`config.mk`:
```
export PLATFORM = sky130hd
export DESIGN_NAME = serial_link_phy_tx_mc
export DESIGN_NICKNAME = d
export VERILOG_FILES = /design/src/rtl/serial_link_pkg.sv /design/src/rtl/serial_link_phy_tx_lane_prbs.sv /design/src/rtl/serial_link_phy_tx_mc.sv
export SDC_FILE = /design/constraint.sdc
export NUM_CORES = 1
export LEC_CHECK = 0
export CORE_MARGIN = 2
export CORE_UTILIZATION = 40
export CTS_CLUSTER_SIZE = 28
export DETAILED_ROUTE_END_ITERATION = 8
export PLACE_DENSITY = 0.65
export SLEW_MARGIN = 20
export SYNTH_ARGS = -nofsm -noshare
export SYNTH_HDL_FRONTEND = slang
export SYNTH_SLANG_ARGS = --single-unit
```
`constraint.sdc`:
```
create_clock -name clk_i -period 6.3 [get_ports clk_i]
set_input_delay 1.89 -clock clk_i [delete_from_list [all_inputs] [get_ports clk_i]]
set_output_delay 1.89 -clock clk_i [all_outputs]
set_load 0.02 [all_outputs]
```
`src/rtl/serial_link_pkg.sv`:
```
// Shared types and constants for the serial link PHY transmitter.
// The PRBS7 constants are only used when SERIAL_LINK_PHY_TX_PRBS_EN is defined.
package serial_link_pkg;

  localparam int unsigned ClkDivW = 6;
  typedef logic [ClkDivW-1:0] clk_div_t;

  typedef enum logic [1:0] {
    IDLE  = 2'd0,
    RUN   = 2'd1,
    DRAIN = 2'd2
  } tx_state_e;

  // PRBS7 polynomial x^7 + x^6 + 1: feedback taps are register bits 6 and 5.
  localparam logic [6:0] Prbs7Seed = 7'h7F;
  localparam logic [6:0] Prbs7Taps = 7'h60;

  function automatic logic [6:0] prbs7_step(input logic [6:0] s);
    return {s[5:0], ^(s & Prbs7Taps)};
  endfunction

endpackage

```
`src/rtl/serial_link_phy_tx_lane_prbs.sv`:
```
// Single-lane PRBS7 generator; present only with SERIAL_LINK_PHY_TX_PRBS_EN.
// o_bit is the oldest register bit, so the lane emits the seed MSB first.
`ifdef SERIAL_LINK_PHY_TX_PRBS_EN
module serial_link_phy_tx_lane_prbs
  import serial_link_pkg::*;
#(
  parameter logic [6:0] Seed = Prbs7Seed
) (
  input  logic clk_i,
  input  logic rst_ni,
  input  logic i_load,
  input  logic i_step,
  output logic o_bit
);

  logic [6:0] r_lfsr;

  // A step wins over a reload so the first RUN edge already advances.
  always_ff @(posedge clk_i or negedge rst_ni) begin
    if (!rst_ni) begin
      r_lfsr <= Seed;
    end else if (i_step) begin
      r_lfsr <= prbs7_step(r_lfsr);
    end else if (i_load) begin
      r_lfsr <= Seed;
    end
  end

  assign o_bit = r_lfsr[6];

endmodule
`endif

```
`src/rtl/serial_link_phy_tx_mc.sv`:
```
// Multi-channel source-synchronous TX PHY: forwards a divided clock and SDR/DDR lane data.
// Optional PRBS7 test pattern per lane when SERIAL_LINK_PHY_TX_PRBS_EN is defined.
module serial_link_phy_tx_mc
  import serial_link_pkg::*;
#(
  parameter int unsigned NumChannels = 2,
  parameter int unsigned NumLanes    = 8,
  parameter int unsigned MaxClkDiv   = 32
) (
  input  logic                              clk_i,
  input  logic                              rst_ni,
  input  logic [$clog2(MaxClkDiv):0]        clk_div_i,
  input  logic [$clog2(MaxClkDiv):0]        clk_shift_start_i,
  input  logic [$clog2(MaxClkDiv):0]        clk_shift_end_i,
  input  logic                              ddr_en_i,
  input  logic [NumChannels-1:0]            chan_en_i,
  input  logic [NumChannels*2*NumLanes-1:0] data_i,
  input  logic                              valid_i,
`ifdef SERIAL_LINK_PHY_TX_PRBS_EN
  input  logic                              prbs_en_i,
`endif
  output logic                              ready_o,
  output logic                              busy_o,
  output logic [NumChannels-1:0]            ddr_clk_o,
  output logic [NumChannels*NumLanes-1:0]   ddr_o
);

  localparam int unsigned BeatW = NumChannels * 2 * NumLanes;
  localparam int unsigned LaneW = NumChannels * NumLanes;

  // Handshake: ready_o is a registered window that is high for the last counter
  // cycle of each RUN period; a beat transfers on the clk_i edge where
  // valid_i && ready_o, and it is driven on the lanes for the whole next period.

  function automatic clk_div_t clamp_div(input clk_div_t v);
    if (v < clk_div_t'(2)) return clk_div_t'(2);
    if (v > clk_div_t'(MaxClkDiv)) return clk_div_t'(MaxClkDiv);
    return {v[ClkDivW-1:1], 1'b0};
  endfunction

  tx_state_e        r_state, w_state_d;
  clk_div_t         r_cnt, w_cnt_d;
  clk_div_t         r_div, r_start, r_end;
  clk_div_t         w_div_d, w_start_d, w_end_d, w_half;
  logic             r_ddr_en, w_ddr_en_d;
  logic [NumChannels-1:0] r_chan_en, w_chan_en_d;
  logic [BeatW-1:0] r_beat, w_beat_d;
  logic [NumChannels-1:0] r_clk, w_clk_d;
  logic [LaneW-1:0] r_ddr, w_ddr_d;
  logic             r_ready, w_ready_d;
  logic             r_busy;
  logic             w_start_run, w_last, w_accept, w_active_d, w_hi, w_toggle;
  logic             w_prbs_d;
  logic [NumLanes-1:0] w_lanes;

`ifdef SERIAL_LINK_PHY_TX_PRBS_EN
  logic             r_prbs_en;
  logic             w_prbs_step;
  logic [LaneW-1:0] w_prbs_bits;

  assign w_prbs_d    = w_start_run ? prbs_en_i : r_prbs_en;
  assign w_prbs_step = w_prbs_d && w_active_d &&
                       ((w_cnt_d == '0) || (w_ddr_en_d && (w_cnt_d == w_half)));

  for (genvar g = 0; g < LaneW; g++) begin : g_prbs
    serial_link_phy_tx_lane_prbs #(
      .Seed(Prbs7Seed ^ 7'(g + 1))
    ) u_lane_prbs (
      .clk_i (clk_i),
      .rst_ni(rst_ni),
      .i_load(r_state == IDLE),
      .i_step(w_prbs_step),
      .o_bit (w_prbs_bits[g])
    );
  end
`else
  assign w_prbs_d = 1'b0;
`endif

  // Config is captured only on the IDLE->RUN edge; the output flops already use it.
  always_comb begin
    w_start_run = (r_state == IDLE) && valid_i;
    w_div_d     = w_start_run ? clamp_div(clk_div_t'(clk_div_i)) : r_div;
    w_start_d   = w_start_run ? clk_div_t'(clk_shift_start_i) : r_start;
    w_end_d     = w_start_run ? clk_div_t'(clk_shift_end_i) : r_end;
    w_ddr_en_d  = w_start_run ? ddr_en_i : r_ddr_en;
    w_chan_en_d = w_start_run ? chan_en_i : r_chan_en;
    w_last      = (r_cnt == r_div - clk_div_t'(1));
    w_accept    = valid_i && r_ready;

    w_state_d = r_state;
    w_cnt_d   = '0;
    w_beat_d  = r_beat;
    unique case (r_state)
      IDLE: begin
        w_beat_d = '0;
        if (valid_i) w_state_d = RUN;
      end
      RUN: begin
        w_cnt_d = w_last ? '0 : r_cnt + clk_div_t'(1);
        if (w_last && !valid_i) w_state_d = DRAIN;
        if (w_accept) w_beat_d = data_i;
      end
      DRAIN: begin
        w_cnt_d = w_last ? '0 : r_cnt + clk_div_t'(1);
        if (w_last) w_state_d = IDLE;
      end
      default: w_state_d = IDLE;
    endcase

    w_active_d = (w_state_d != IDLE);
    w_half     = w_div_d >> 1;
    w_hi       = w_ddr_en_d && (w_cnt_d >= w_half);
    w_toggle   = (w_cnt_d == w_start_d) ^ (w_cnt_d == w_end_d);
    w_ready_d  = (w_state_d == RUN) && (w_cnt_d == w_div_d - clk_div_t'(1)) && !w_prbs_d;

    w_clk_d = '1;
    w_ddr_d = '0;
    w_lanes = '0;
    for (int c = 0; c < NumChannels; c++) begin
      w_lanes = w_hi ? w_beat_d[c*2*NumLanes+NumLanes +: NumLanes]
                     : w_beat_d[c*2*NumLanes +: NumLanes];
`ifdef SERIAL_LINK_PHY_TX_PRBS_EN
      if (w_prbs_d) w_lanes = w_prbs_bits[c*NumLanes +: NumLanes];
`endif
      if (w_active_d && w_chan_en_d[c]) begin
        w_clk_d[c]                   = r_clk[c] ^ w_toggle;
        w_ddr_d[c*NumLanes +: NumLanes] = w_lanes;
      end
    end
  end

  always_ff @(posedge clk_i or negedge rst_ni) begin
    if (!rst_ni) begin
      r_state   <= IDLE;
      r_cnt     <= '0;
      r_div     <= clk_div_t'(2);
      r_start   <= '0;
      r_end     <= '0;
      r_ddr_en  <= 1'b0;
      r_chan_en <= '0;
      r_beat    <= '0;
      r_clk     <= '1;
      r_ddr     <= '0;
      r_ready   <= 1'b0;
      r_busy    <= 1'b0;
`ifdef SERIAL_LINK_PHY_TX_PRBS_EN
      r_prbs_en <= 1'b0;
`endif
    end else begin
      r_state   <= w_state_d;
      r_cnt     <= w_cnt_d;
      r_div     <= w_div_d;
      r_start   <= w_start_d;
      r_end     <= w_end_d;
      r_ddr_en  <= w_ddr_en_d;
      r_chan_en <= w_chan_en_d;
      r_beat    <= w_beat_d;
      r_clk     <= w_clk_d;
      r_ddr     <= w_ddr_d;
      r_ready   <= w_ready_d;
      r_busy    <= w_active_d;
`ifdef SERIAL_LINK_PHY_TX_PRBS_EN
      r_prbs_en <= w_prbs_d;
`endif
    end
  end

  assign ready_o   = r_ready;
  assign busy_o    = r_busy;
  assign ddr_clk_o = r_clk;
  assign ddr_o     = r_ddr;

endmodule

```
Yosys cells after proc, flatten, opt, wreduce, memory -nomap -nowiden
Cells that the tools add are included.
{ "word_totals": {"register_bits": 81, "input_bits": 56, "output_inout_bits": 20, "wordCells": 65} }
{ "classes": {"n_addsub": 3, "order_cmp": 3, "n_eq_ne": 7, "muxes": 26, "bitwise_logic": 3, "reduce_logical": 11} }
{ "op_table": {"columns": ["op", "n"], "rows": [
  ["32-bit case mux with 2 select lines", 1],
  ["6-bit 2-to-1 mux", 9],
  ["32-bit 2-to-1 mux", 1],
  ["8-bit 2-to-1 mux", 4],
  ["6-bit == test", 4],
  ["6-bit by 1-bit subtractor with 6-bit output, second input constant", 2],
  ["2-bit 2-to-1 mux", 4],
  ["1-bit logical AND", 7],
  ["6-bit by 1-bit adder with 6-bit output, second input constant", 1],
  ["6-bit by 5-bit greater-or-equal comparator with 1-bit output", 1],
  ["6-bit > comparator, second input constant", 1],
  ["6-bit by 2-bit < comparator with 1-bit output, second input constant", 1],
  ["1-bit 2-to-1 mux", 6],
  ["2-bit case mux with 3 select lines", 1],
  ["2-bit by 1-bit == test with 1-bit output, second input constant", 2],
  ["1-bit XOR", 3],
  ["2-bit == test, second input constant", 1],
  ["2-bit zero test", 1],
  ["2-bit nonzero test", 1],
  ["2-bit OR reduction", 1],
  ["1-bit zero test", 1]
]} }

Longest topological paths before layout
Gate-level depths: netlist of run 1.
{ "depth": {"word_depth": 10, "ltp_mapped": 17, "ltp_nobuf": 15} }

Least setup slack after synthesis of run 1
OpenSTA, ideal clock, no wires.
{ "synth_timing": {"path_kind": "input-to-reg", "start": "input port valid_i", "end": "register r_ddr[0], in the netlist ddr_o[0]", "setup_ps": 127, "arrival_ps": 4297, "required_ps": 6173, "setup_slack_ps": 1876, "cell_stages": 14, "path_cell_list": "nand2_1 -> buf_2 -> o31ai_1 -> ha_1 -> nand2b_1 -> a21o_1 -> a21o_1 -> a21oi_1 -> nor2b_1 -> o31a_1 -> buf_4 -> buf_8 -> mux2i_1 -> nor2_1"} }
{ "synth_via": {"elab_cells_between_ends": 18} }
{ "synth_rtl": {"columns": ["element", "line", "rtl"], "rows": [
  ["from (decl)", "serial_link_phy_tx_mc.sv:18", "input logic valid_i,"],
  ["1-bit logical AND", "serial_link_phy_tx_mc.sv:82", "w_start_run = (r_state == IDLE) && valid_i;"],
  ["6-bit 2-to-1 mux", "serial_link_phy_tx_mc.sv:83", "w_div_d = w_start_run ? clamp_div(clk_div_t'(clk_div_i)) : r_div;"],
  ["net w_div_d[1]", "serial_link_phy_tx_mc.sv:44", "clk_div_t w_div_d, w_start_d, w_end_d, w_half;"],
  ["6-bit by 5-bit greater-or-equal comparator with 1-bit output", "serial_link_phy_tx_mc.sv:113", "w_hi = w_ddr_en_d && (w_cnt_d >= w_half);"],
  ["1-bit logical AND", "serial_link_phy_tx_mc.sv:113", null],
  ["8-bit 2-to-1 mux", "serial_link_phy_tx_mc.sv:121", "w_lanes = w_hi ? w_beat_d[c*2*NumLanes+NumLanes +: NumLanes]"],
  ["8-bit 2-to-1 mux", "serial_link_phy_tx_mc.sv:126", "if (w_active_d && w_chan_en_d[c]) begin"],
  ["net w_ddr_d[0]", "serial_link_phy_tx_mc.sv:49", "logic [LaneW-1:0] r_ddr, w_ddr_d;"],
  ["to (signal assigned)", "serial_link_phy_tx_mc.sv:160", "r_ddr <= w_ddr_d;"],
  ["to (decl)", "serial_link_phy_tx_mc.sv:49", null]
]} }
The timed path passes the listed nets, and every way through them passes these cells.

Worst setup path in the final report of run 1
{ "layout_timing": {"start": "input port valid_i", "end": "register r_ddr[1], in the netlist ddr_o[1]"} }
The elaborated chain is that of the path after synthesis.

==> impl_metrics.toml, run 1 <==
[synthesis]
yosysTopAreaCell = "dfrtp_1"
synthTopCellsByArea = "dfrtp_1 50%, a22o_1 7.2%, mux2i_1 6.7%, ha_1 3.9%, xnor2_1 3.8%"
synth_edf_count = 0
yosys_warnings = 0
syn_nets = 404
synth_area_um2 = 3890
ys_seq_elements = 81
yosysSeqAreaShare_pct = 52.2
synth_top_area_share_pct = 50.2
synth.avg_cell_area_um2 = 11.6
ys_types = 46
synthMostInstantiatedCell = "dfrtp_1"
synthCells = 336
synthTopCellsByCount = "78 x dfrtp_1, 32 x a22o_1, 26 x mux2i_1"
async_flop_share_pct = 100
synthFlopType = "dfrtp_1"

[worst_setup_path]
reg2reg_slack_ps = 2490
cp.arrival_ps = 4920
cp-end-kind = "flip-flop"
crit_required_ps = 6520
worst_path_max_delay_cell = "clkdlybuf4s50_1"
path_cells = "clkdlybuf4s50_1 > nand2_1 > buf_4 > nand2_1 > o31ai_1 > ha_1 > nand2b_1 > a21o_1 > a21o_1 > a21oi_1 > nor2b_1 > o31a_1 > buf_4 > mux2i_1 > nor2_1"
slowest_delay_ps = 510
path_max_fanout = 24
start_kind = "primary input"
critical_path_class = "in -> reg"

[sta]
max_freq_ghz = 0.213
finalWorstSetupSlack_ps = 1600
final.setup.tns_ps = 0
skew_ps = 17.7
finalCritPeriodShare_pct = 74.6
slew_viol_final = 0
min_period_ps = 4700
setup_violations = 0
worst_pin_slew_ps = 751
final-hold-violation-count = 0
max_slew_margin_pct = 49.9
rsz0062_at_grt = "no"

[routing]
final_antenna_net_count = 0
vias = 2853
dr.pass1.iters = 4
route.detailed.drc = 0
wl_mm = 8.61
wl_per_cell_um = 15.8
drt-initial-drc-count = 106
via_per_inst = 5.23

[die]
die-area_um2 = 10500
die_w_um = 103
num_rows = 35
start_util_pct = 41.7
die_y_um = 103
core_area_um2 = 9330
ios = 76

[clock_network]
h-tree-depth = 3
tritoncts = "yes"
ctsResizeCount = 0
cts_setup_buffers = 0
cts-root-buf = "clkbuf_8"
clock_sinks = 81
numCtsBuffers = 9
clkLatencyLatePin_ps = 350
path_clk_slew_ps = 80
clk_path_buf_depth = 2
ctsHoldBuffers = 0

[placed_design]
place_hpwl_mm = 6.09
portBuffers = 74
place.gp.congestion = 0.875
place_ws_ps = 1240

[grt]
grt_pass1_vias = 2953
gr-usage-all-layers_pct = 17.7
grt_max_degree = 82
antenna_found_initial = 0
overflow = 0
grt_pass1_wl_mm = 14.4

[pwr]
p_leak_nw = 2.27
peakVddDrop_mv = 0.189
powerDensity_nw_per_um2 = 417

[hold_path]
hp-class = "reg -> reg"

[status]
status = "completed"

[cells_and_area]
num-nets-final = 480
diodes = 0
fillers = 855
drive_above_1_share_pct = 9.62
area_growth_pct = 27.8

[run]
maxCapViolations = 0
==> final cells by class <==
type                       count  area [um2]  share of cell area [%]
sequential                    81        2030                    40.9
multi-input combinational    219        1700                    34.3
tap                          129         161                    3.25
clock buffer                   9         124                    2.49
inverter                      23        86.3                    1.74
clock inverter                 6        91.3                    1.84
timing repair buffer          78         772                    15.5
==> report_power, final <==
group / total [mW] / leakage, nW / switching, mW / internal [mW]
clock: 0.416 / 0.110 / 0.193 / 0.223
sequential: 0.698 / 1.07 / 0.0645 / 0.633
combinational: 0.958 / 1.09 / 0.542 / 0.416
==> registers in the layout (all words and copies together) (netlist names) <==
register,count
busy_o,1
ddr_clk_o,2
ddr_o,16
r_beat,32
r_chan_en,2
r_cnt,6
r_ddr_en,1
r_div,6
r_end,6
r_start,6
r_state,2
ready_o,1
==> through the flow <==
| stage | area, um2 | utilization (%) | cells | total power, mW | hold WS, ps |
|---|---|---|---|---|---|
| 2_1_floorplan | 3890 | - | 336 | 1.42 | 465 |
| 3_3_place_gp | 4750 | 50.9 | 530 | 1.64 | 481 |
| 3_5_place_dp | 4750 | 50.9 | 530 | 1.67 | 486 |
| 4_1_cts | 4970 | 53.2 | 545 | 2.09 | 505 |
| 5_1_grt | 4970 | 53.3 | 545 | 2.22 | 520 |
| 6_report | 4970 | 53.3 | 545 | 2.07 | 502 |
==> kinds of logic (layout without fill, tap and decap cells) <==
group | after synthesis | in the layout | synth area share (%)
AND/OR/NAND/NOR | 72 | 72 | 9.78
XOR/XNOR | 26 | 26 | 5.86
multiplexers | 36 | 36 | 9.59
adder cells (fa/ha/maj) | 12 | 12 | 3.86
flip-flops | 81 | 81 | 52.2
AO/OA/AOI/OAI | 73 | 73 | 14.6
buffers and inverters | 36 | 116 | 4.02
==> placed cells by master, fill, tap and decap left out, types with 6 or more instances in the layout <==
master	count
xnor2_1	17
nand2_1	11
mux2i_1	26
a21oi_1	8
a22o_1	32
dfrtp_1	78
xor2_1	9
clkbuf_8	9
inv_1	23
nor2_1	25
nand2b_1	6
mux2_2	10
o21ai_0	7
ha_1	12
clkdlybuf4s50_1	73
==> worst paths after layout <==
path | from | to | cells after the start
max | valid_i | ddr_o[1] | 15
min | r_ddr_en | r_ddr_en | 1
max reg2reg | r_div[0] | ddr_o[1] | 15
min reg2reg | r_ddr_en | r_ddr_en | 1
max in group asynchronous | rst_ni | r_end[5] | 1
min in group asynchronous | rst_ni | ready_o | 1
==> critical path, delay by kind of cell <==
kind	cells	cell delay, ps
simple gates	5	530
fa+ha+maj	1	340
mux	1	180
compound gates	5	890
buf+inv	3	1070
==> per-layer routing <==
metal	vias up	GRT usage (%)	share of wire (%)
met5	-	0	0
met4	0	4.00	1.0
met3	7	5.29	5.8
met2	66	29.5	48
met1	1438	23.0	45
li1	1342	-	-
Note: power is estimated with default switching activity, not from simulation.
==> run 2, diff against run 1 <==
==> constraint.sdc (replaced) <==
create_clock -name clk_i -period 4.75 [get_ports clk_i]
set_input_delay 1.425 -clock clk_i [delete_from_list [all_inputs] [get_ports clk_i]]
set_output_delay 1.425 -clock clk_i [all_outputs]
set_load 0.02 [all_outputs]
==> run 2 against run 1 <==
Largest cell class unchanged. Wire length down 1.5%. Sequential power up 33%. Sequential share of layout area about the same. Critical path depth unchanged. Total power up 31%. Global-route usage down 0.077 points. Clock skew down 10 ps.
==> impl_metrics.toml, run 2 (synthesis results as in run 1) <==
[cells_and_area]
largest_register = "r_beat"
drive_above_1_share_pct = 9.83
fillers = 842
final_common_cell = "dfrtp_1"
diodes = 0
final_cell_mix = "78 x dfrtp_1, 73 x clkdlybuf4s50_1, 32 x a22o_1"
area_growth_pct = 27.7
num-nets-final = 480
largest_reg_flops = 32
finalInstanceArea_um2 = 4970

[grt]
antenna_found_initial = 0
grt_max_degree = 82
grt_pass1_vias = 2944
grt_pass1_wl_mm = 14.2
gr-usage-all-layers_pct = 17.6
overflow = 0

[routing]
m1WireLength_mm = 3.88
final_antenna_net_count = 0
met2_length_mm = 4.00
route.detailed.drc = 0
wl_mm = 8.48
highest_layer = "met4"
dr.pass1.iters = 4
wl_met3_um = 487
via_per_inst = 5.06
wl_per_cell_um = 15.5
vias = 2763
drt-initial-drc-count = 104

[sta]
finalCritPeriodShare_pct = 87.2
final.setup.tns_ps = 0
max_freq_ghz = 0.242
max_slew_margin_pct = 51.6
setup_violations = 0
finalWorstSetupSlack_ps = 610
skew_ps = 7.77
worst_pin_slew_ps = 725
final-hold-violation-count = 0
rsz0062_at_grt = "no"
slew_viol_final = 0
min_period_ps = 4140

[status]
status = "completed"

[pwr]
p_switching_mw = 1.07
powerDensity_nw_per_um2 = 547
p_leak_nw = 2.27
p_seq_share_pct = 34.1
total_power_mw = 2.72
pwr-share-comb_pct = 46.4
peakVddDrop_mv = 0.167
cell_internal_pwr_mw = 1.65
swShare_pct = 39.2
power_frac_clock_pct = 19.5

[worst_setup_path]
critical_path_class = "in -> reg"
crit_required_ps = 4990
cp.arrival_ps = 4380
rr_endpoint = "ddr_o[4]"
reg2reg_from = "r_div[0]"
reg2reg_depth = 15
start_kind = "primary input"
reg2reg_slack_ps = 930
cp-end-kind = "flip-flop"
path_max_fanout = 24

[die]
ios = 76
die_w_um = 103
die_y_um = 103
start_util_pct = 41.7
core_area_um2 = 9330
die-area_um2 = 10500
num_rows = 35

[placed_design]
place_ws_ps = 214
portBuffers = 74
place_hpwl_mm = 6.05
place_area_um2 = 4750
place.gp.congestion = 0.920

[hold_path]
min_from = "r_beat[1]"
holdPathEnd = "r_beat[1]"
hold_path_depth = 1
hp-class = "reg -> reg"

[clock_network]
path_clk_slew_ps = 90
ctsHoldBuffers = 0
cts_setup_buffers = 0
clk_path_buf_depth = 2
ctsResizeCount = 0
cts-root-buf = "clkbuf_8"
clkLatencyLatePin_ps = 360
clock_sinks = 81
tritoncts = "yes"
h-tree-depth = 3
numCtsBuffers = 9

[run]
maxCapViolations = 0
[run 2: area by class of cell]
cell class / count / area [um2] / area share, %
sequential: 81 / 2030 / 40.9
inverter: 23 / 86.3 / 1.74
timing repair buffer: 78 / 772 / 15.5
clock inverter: 6 / 73.8 / 1.49
multi-input combinational: 219 / 1700 / 34.3
tap: 129 / 161 / 3.25
clock buffer: 10 / 138 / 2.77
[run 2: power groups by stage]
stage	combinational (mW)	sequential (mW)	clock [mW]
final	1.26	0.927	0.530
after global routing	1.40	0.948	0.577
after CTS	1.27	0.927	0.551
after detailed placement	1.26	0.940	0
after global placement	1.24	0.934	0
after floorplan	0.963	0.926	0
[run 2: per-layer routing]
layer	track usage [%]	vias to the layer above
li1	-	1349
met3	4.95	9
met2	28.1	65
met5	0	-
met1	22.9	1340
met4	7.08	0
[run 2: per-stage QoR]
step	util (%)	hold slack, ps	cells
after floorplan	-	465	336
after global placement	50.9	482	530
after detailed placement	50.9	482	530
after CTS	53.2	507	546
after global routing	53.2	517	546
final	53.2	501	546
[run 2: critical path, cell delays in order]
cell             delay [ps]
clkdlybuf4s50_1         500
nand2_1                 160
buf_4                   330
nand2_1                  90
o31ai_1                 140
ha_1                    320
nand2b_1                140
a21o_1                  180
a21o_1                  170
a21oi_1                 150
nor2b_1                  60
o31a_1                  230
buf_4                   230
mux2i_1                 180
nor2_1                   60
[run 2: worst max path at each step]
stage               startpoint        end  cells after the start
floorplan              valid_i   ddr_o[0]                     14
global placement       valid_i  ddr_o[12]                     15
detailed placement     valid_i  ddr_o[14]                     15
CTS                    valid_i   ddr_o[4]                     15
global route           valid_i   ddr_o[8]                     15
finish                 valid_i   ddr_o[4]                     15
